--- src/rtl/wm_pkg.sv ---
// Washing-machine controller state encodings, shared by the controller and
// the phase timer.
package wm_pkg;

  localparam int STATE_W = 3;

  localparam logic [STATE_W-1:0] ST_START      = 3'd0;
  localparam logic [STATE_W-1:0] ST_READY      = 3'd1;
  localparam logic [STATE_W-1:0] ST_FILL_WATER = 3'd2;
  localparam logic [STATE_W-1:0] ST_HEAT_WATER = 3'd3;
  localparam logic [STATE_W-1:0] ST_WASH       = 3'd4;
  localparam logic [STATE_W-1:0] ST_RINSE      = 3'd5;
  localparam logic [STATE_W-1:0] ST_SPIN       = 3'd6;
  localparam logic [STATE_W-1:0] ST_FAULT      = 3'd7;

  // Phases that end normally with sig_Completed.
  function automatic logic is_run_phase(input logic [STATE_W-1:0] s);
    return (s == ST_WASH) || (s == ST_RINSE) || (s == ST_SPIN);
  endfunction

  // Phases supervised for overrun with sig_Time_Out.
  function automatic logic is_sup_phase(input logic [STATE_W-1:0] s);
    return (s == ST_FILL_WATER) || (s == ST_HEAT_WATER);
  endfunction

endpackage

--- src/rtl/wm_phase_counter.sv ---
// Phase cycle counter: counts up while enabled until count == limit-1, then
// sets done, emits a one-cycle tick and freezes until cleared.
// The limit is one bit wider than the count so a limit of 2^CNT_W fits.
module wm_phase_counter #(
  parameter int CNT_W = 16
) (
  input  logic             clock,
  input  logic             reset,
  input  logic             clear,
  input  logic             enable,
  input  logic [CNT_W:0]   limit,
  output logic [CNT_W-1:0] count,
  output logic             done,
  output logic             tick
);

  logic [CNT_W:0] last;

  assign last = limit - (CNT_W+1)'(1);

  // Count, terminal detect and tick; clear has priority over counting.
  always_ff @(posedge clock) begin
    if (reset) begin
      count <= '0;
      done  <= 1'b0;
      tick  <= 1'b0;
    end else begin
      tick <= 1'b0;
      if (clear) begin
        count <= '0;
        done  <= 1'b0;
      end else if (enable && !done) begin
        if ({1'b0, count} == last) begin
          done <= 1'b1;
          tick <= 1'b1;
        end else begin
          count <= count + CNT_W'(1);
        end
      end
    end
  end

endmodule

--- src/rtl/wm_phase_timer.sv ---
// Phase timer for the washing-machine controller: restarts on every state
// change, times the current phase and raises sig_Completed or sig_Time_Out
// once per phase visit.
module wm_phase_timer
  import wm_pkg::*;
#(
  parameter int CNT_W        = 16,
  parameter int WASH_CYCLES  = 1000,
  parameter int RINSE_CYCLES = 600,
  parameter int SPIN_CYCLES  = 400,
  parameter int FILL_TIMEOUT = 2000,
  parameter int HEAT_TIMEOUT = 3000
) (
  input  logic               clock,
  input  logic               reset,
  input  logic [STATE_W-1:0] state,
  output logic               sig_Completed,
  output logic               sig_Time_Out,
  output logic [CNT_W-1:0]   elapsed,
  output logic               expired
);

  logic [STATE_W-1:0] prev_state;
  logic               entry;
  logic               timed;
  logic [CNT_W:0]     limit;
  logic               tick;

  // Previous state, used to spot phase entry.
  always_ff @(posedge clock) begin
    if (reset) prev_state <= ST_START;
    else       prev_state <= state;
  end

  assign entry = (state != prev_state);
  assign timed = is_run_phase(state) || is_sup_phase(state);

  // Limit for the phase currently shown on state.
  always_comb begin
    limit = (CNT_W+1)'(1);
    case (state)
      ST_WASH:       limit = (CNT_W+1)'(WASH_CYCLES);
      ST_RINSE:      limit = (CNT_W+1)'(RINSE_CYCLES);
      ST_SPIN:       limit = (CNT_W+1)'(SPIN_CYCLES);
      ST_FILL_WATER: limit = (CNT_W+1)'(FILL_TIMEOUT);
      ST_HEAT_WATER: limit = (CNT_W+1)'(HEAT_TIMEOUT);
      default:       limit = (CNT_W+1)'(1);
    endcase
  end

  wm_phase_counter #(.CNT_W(CNT_W)) u_cnt (
    .clock  (clock),
    .reset  (reset),
    .clear  (entry),
    .enable (timed && !entry),
    .limit  (limit),
    .count  (elapsed),
    .done   (expired),
    .tick   (tick)
  );

  // The tick is registered, so the phase that produced it is the one now in
  // prev_state; routing on it keeps the pulse with its phase even when
  // state moves on in the pulse cycle.
  assign sig_Completed = tick && is_run_phase(prev_state);
  assign sig_Time_Out  = tick && is_sup_phase(prev_state);

endmodule

--- config.mk ---
export PLATFORM = sky130hd
export DESIGN_NAME = wm_phase_timer
export DESIGN_NICKNAME = d
export VERILOG_FILES = /design/src/rtl/wm_pkg.sv /design/src/rtl/wm_phase_counter.sv /design/src/rtl/wm_phase_timer.sv
export SDC_FILE = /design/constraint.sdc
export NUM_CORES = 1
export LEC_CHECK = 0
export CORE_MARGIN = 3
export CORE_UTILIZATION = 30
export DETAILED_ROUTE_END_ITERATION = 10
export PLACE_DENSITY = 0.54
export RECOVER_POWER = 25
export SETUP_SLACK_MARGIN = 0.2
export SYNTH_ARGS = -nofsm -noshare
export SYNTH_HDL_FRONTEND = slang
export SYNTH_SLANG_ARGS = --single-unit
export TNS_END_PERCENT = 10
--- constraint.sdc ---
create_clock -name clock -period 3.06 [get_ports clock]
set_input_delay 0.612 -clock clock [delete_from_list [all_inputs] [get_ports clock]]
set_output_delay 0.612 -clock clock [all_outputs]
set_load 0.1 [all_outputs]
==> flow_summary.toml <==
[synthesis]
synth_cells = 163
synth_async_sr_flop_share_pct = 0
netlist_area_sq_um = 1340
syn-num-nets = 169
ys_top_cells_by_count = "nand2_1, dfxtp_1, or3_1, mux2i_1, a21oi_1"
synth-seq-area-share_pct = 31.4
ys_warn_count = 0
synth_cell_types = 41
avgSynthCellArea_sq_um = 8.21
synth_area_leaders = "dfxtp_1, mux2i_1, or3_1, nand2_1, nand4_1"
synth_top_area_share_pct = 31.4
yosysTopAreaCell = "dfxtp_1"
synth_ff_type = "dfxtp_1"
synth_edf_count = 0
synth_most_common_cell = "nand2_1"
ys_ff_latch = 21

[finish]
final_core_util_pct = 39.2
diodes = 0
area_growth_pct = 21.2
finalNonFillerCells = 240
drive_above_1_share_pct = 17.9
regArea_sq_um = 420
fin_nets = 197
n_fill_cell = 435
multi_input_area_sq_um = 843

[timing]
hold-worst-slack_ps = 494
setup_viol = 0
max_slew_margin_pct = 22.6
max_freq_mhz = 378
hold_viol = 0
tns_ps = 0
fin_crit_sh_pct = 86.4
rsz0062_at_grt = "no"
fin_worst_skew_ps = 6.45
min_period_ps = 2650
maxSlewViolCount = 0
worst_pin_slew_ps = 1170

[drt]
wl_per_cell_um = 14.7
vias = 1314
drt-total-wl_um = 3520
drc = 0
drt_iter0_markers = 80
vias_per_cell = 5.48
drtPass1Iterations = 4
ant_nets = 0

[global_route]
grtUsageTotal_pct = 13.9
grt_pass1_vias = 1237
grt_pass1_wl_um = 5870
grt_overflow_total = 0
antenna_found_initial = 0
grt_max_degree = 21

[clocking]
cts_resized = 0
hold_buffers = 0
clock_latency_ps = 260
clk_path_buf_depth = 2
htreeDepth = 1
cts_buffers = 3
cts_tree = "built"
cts_num_sinks = 21
post_cts_buffers = 0
cts_root_buf = "clkbuf_8"
path_clk_slew_ps = 90

[power]
vdd_ir_drop_max_uv = 148
power.density_nw_per_um2 = 337
p_leak_nw = 0.578

[setup_path]
path_class = "input port to flip-flop"
critPathLaunchType = "input port"
required_ps = 3250
rrSetupSlack_ps = 1040
critical_path_peak_fanout = 9
arrival_ps = 2840
endpoint_kind = "flip-flop"

[floorplanning]
num_rows = 23
start_util_pct = 32.3
fp.dieArea_sq_um = 5300
ios = 24
die_w_um = 72.8
coreArea_sq_um = 4140
die_h_um = 72.8

[status]
status = "finished, final reports clean"

[placed_design]
port_buffers = 23
dp_cells = 236
gp_congestion = 0.778
place_hpwl_um = 2590

[run]
drv_cap = 0

[min_path]
hp-class = "flip-flop to flip-flop"
## where the power goes
group	total (W)	switching [W]	leakage, nW	internal, W
Clock	0.000188	0.0000976	0.0255	0.0000908
Combinational	0.0000805	0.0000444	0.382	0.0000361
Sequential	0.000278	0.00000277	0.170	0.000275
## worst paths after layout
path                                 startpoint         endpoint  depth (start not counted)
worst min-delay path            u_cnt.count[15]  u_cnt.count[15]                          2
worst max-delay path                   state[0]  u_cnt.count[11]                          7
worst min register to register  u_cnt.count[15]  u_cnt.count[15]                          2
worst max register to register   u_cnt.count[4]   u_cnt.count[1]                          6
## cell usage in the layout (no fill, tap or decap), types with 2 or more instances in the layout
master	netlist	layout
a21oi_1	11	11
a31oi_1	2	2
and3_1	4	4
buf_4	3	23
clkbuf_1	3	7
clkbuf_8	0	3
clkdlybuf4s50_1	0	3
dfxtp_1	21	21
inv_1	3	3
mux2_2	2	2
mux2i_1	12	12
nand2_1	22	22
nand2b_1	2	2
nand3_1	3	3
nand4_1	9	9
nor2_1	3	3
nor2b_1	2	2
nor3_1	10	10
o21ai_0	3	3
o22ai_1	2	2
or3_1	15	15
or4_1	2	2
xnor2_1	2	2
xor2_1	6	6
## registers in the layout (all words and copies together) (netlist names)
register / count
prev_state: 3
u_cnt.count: 16
u_cnt.done: 1
u_cnt.tick: 1
## worst max-delay path, cell delays in order
cell	delay [ps]
clkdlybuf4s50_1	730
xnor2_4	160
nand3_2	110
or3_1	390
or4_1	530
a21oi_2	130
mux2i_1	180
## final cells by class
class                           instances  share of cell area [%]
Multi-Input combinational cell        128                    52.0
Inverter                                3                   0.694
Clock buffer                            3                    2.54
Sequential cell                        21                    25.9
Timing Repair Buffer                   34                    14.7
Clock inverter                          1                   0.308
Tap cell                               50                    3.86
## cell families (layout without fill, tap and decap cells)
kind of cell    after synthesis  after routing  synth area share [%]
compound gates               25             25                  11.8
xor+xnor                      9              9                  7.29
fa+ha+maj                     1              1                 0.934
buf+inv                      14             41                  5.61
flops                        21             21                  31.4
mux                          14             14                  10.7
simple gates                 79             79                  32.3
## layer usage
layer | vias up | wire length [um] | track usage [%]
met5 | - | 0 | 0
met4 | 0 | 52 | 5.33
met3 | 6 | 168 | 2.07
met2 | 32 | 1690 | 22.0
met1 | 623 | 1610 | 18.9
li1 | 653 | - | -
## metrics by stage
step / instance area [sq um] / power (W) / setup slack (ps)
2_1_floorplan: 1340 / 0.000341 / 597
3_3_place_gp: 1600 / 0.000363 / 183
3_5_place_dp: 1600 / 0.000365 / 125
4_1_cts: 1650 / 0.000554 / 401
5_1_grt: 1620 / 0.000571 / 270
6_report: 1620 / 0.000547 / 415
No activity file was read; power rests on OpenSTA's default activity.
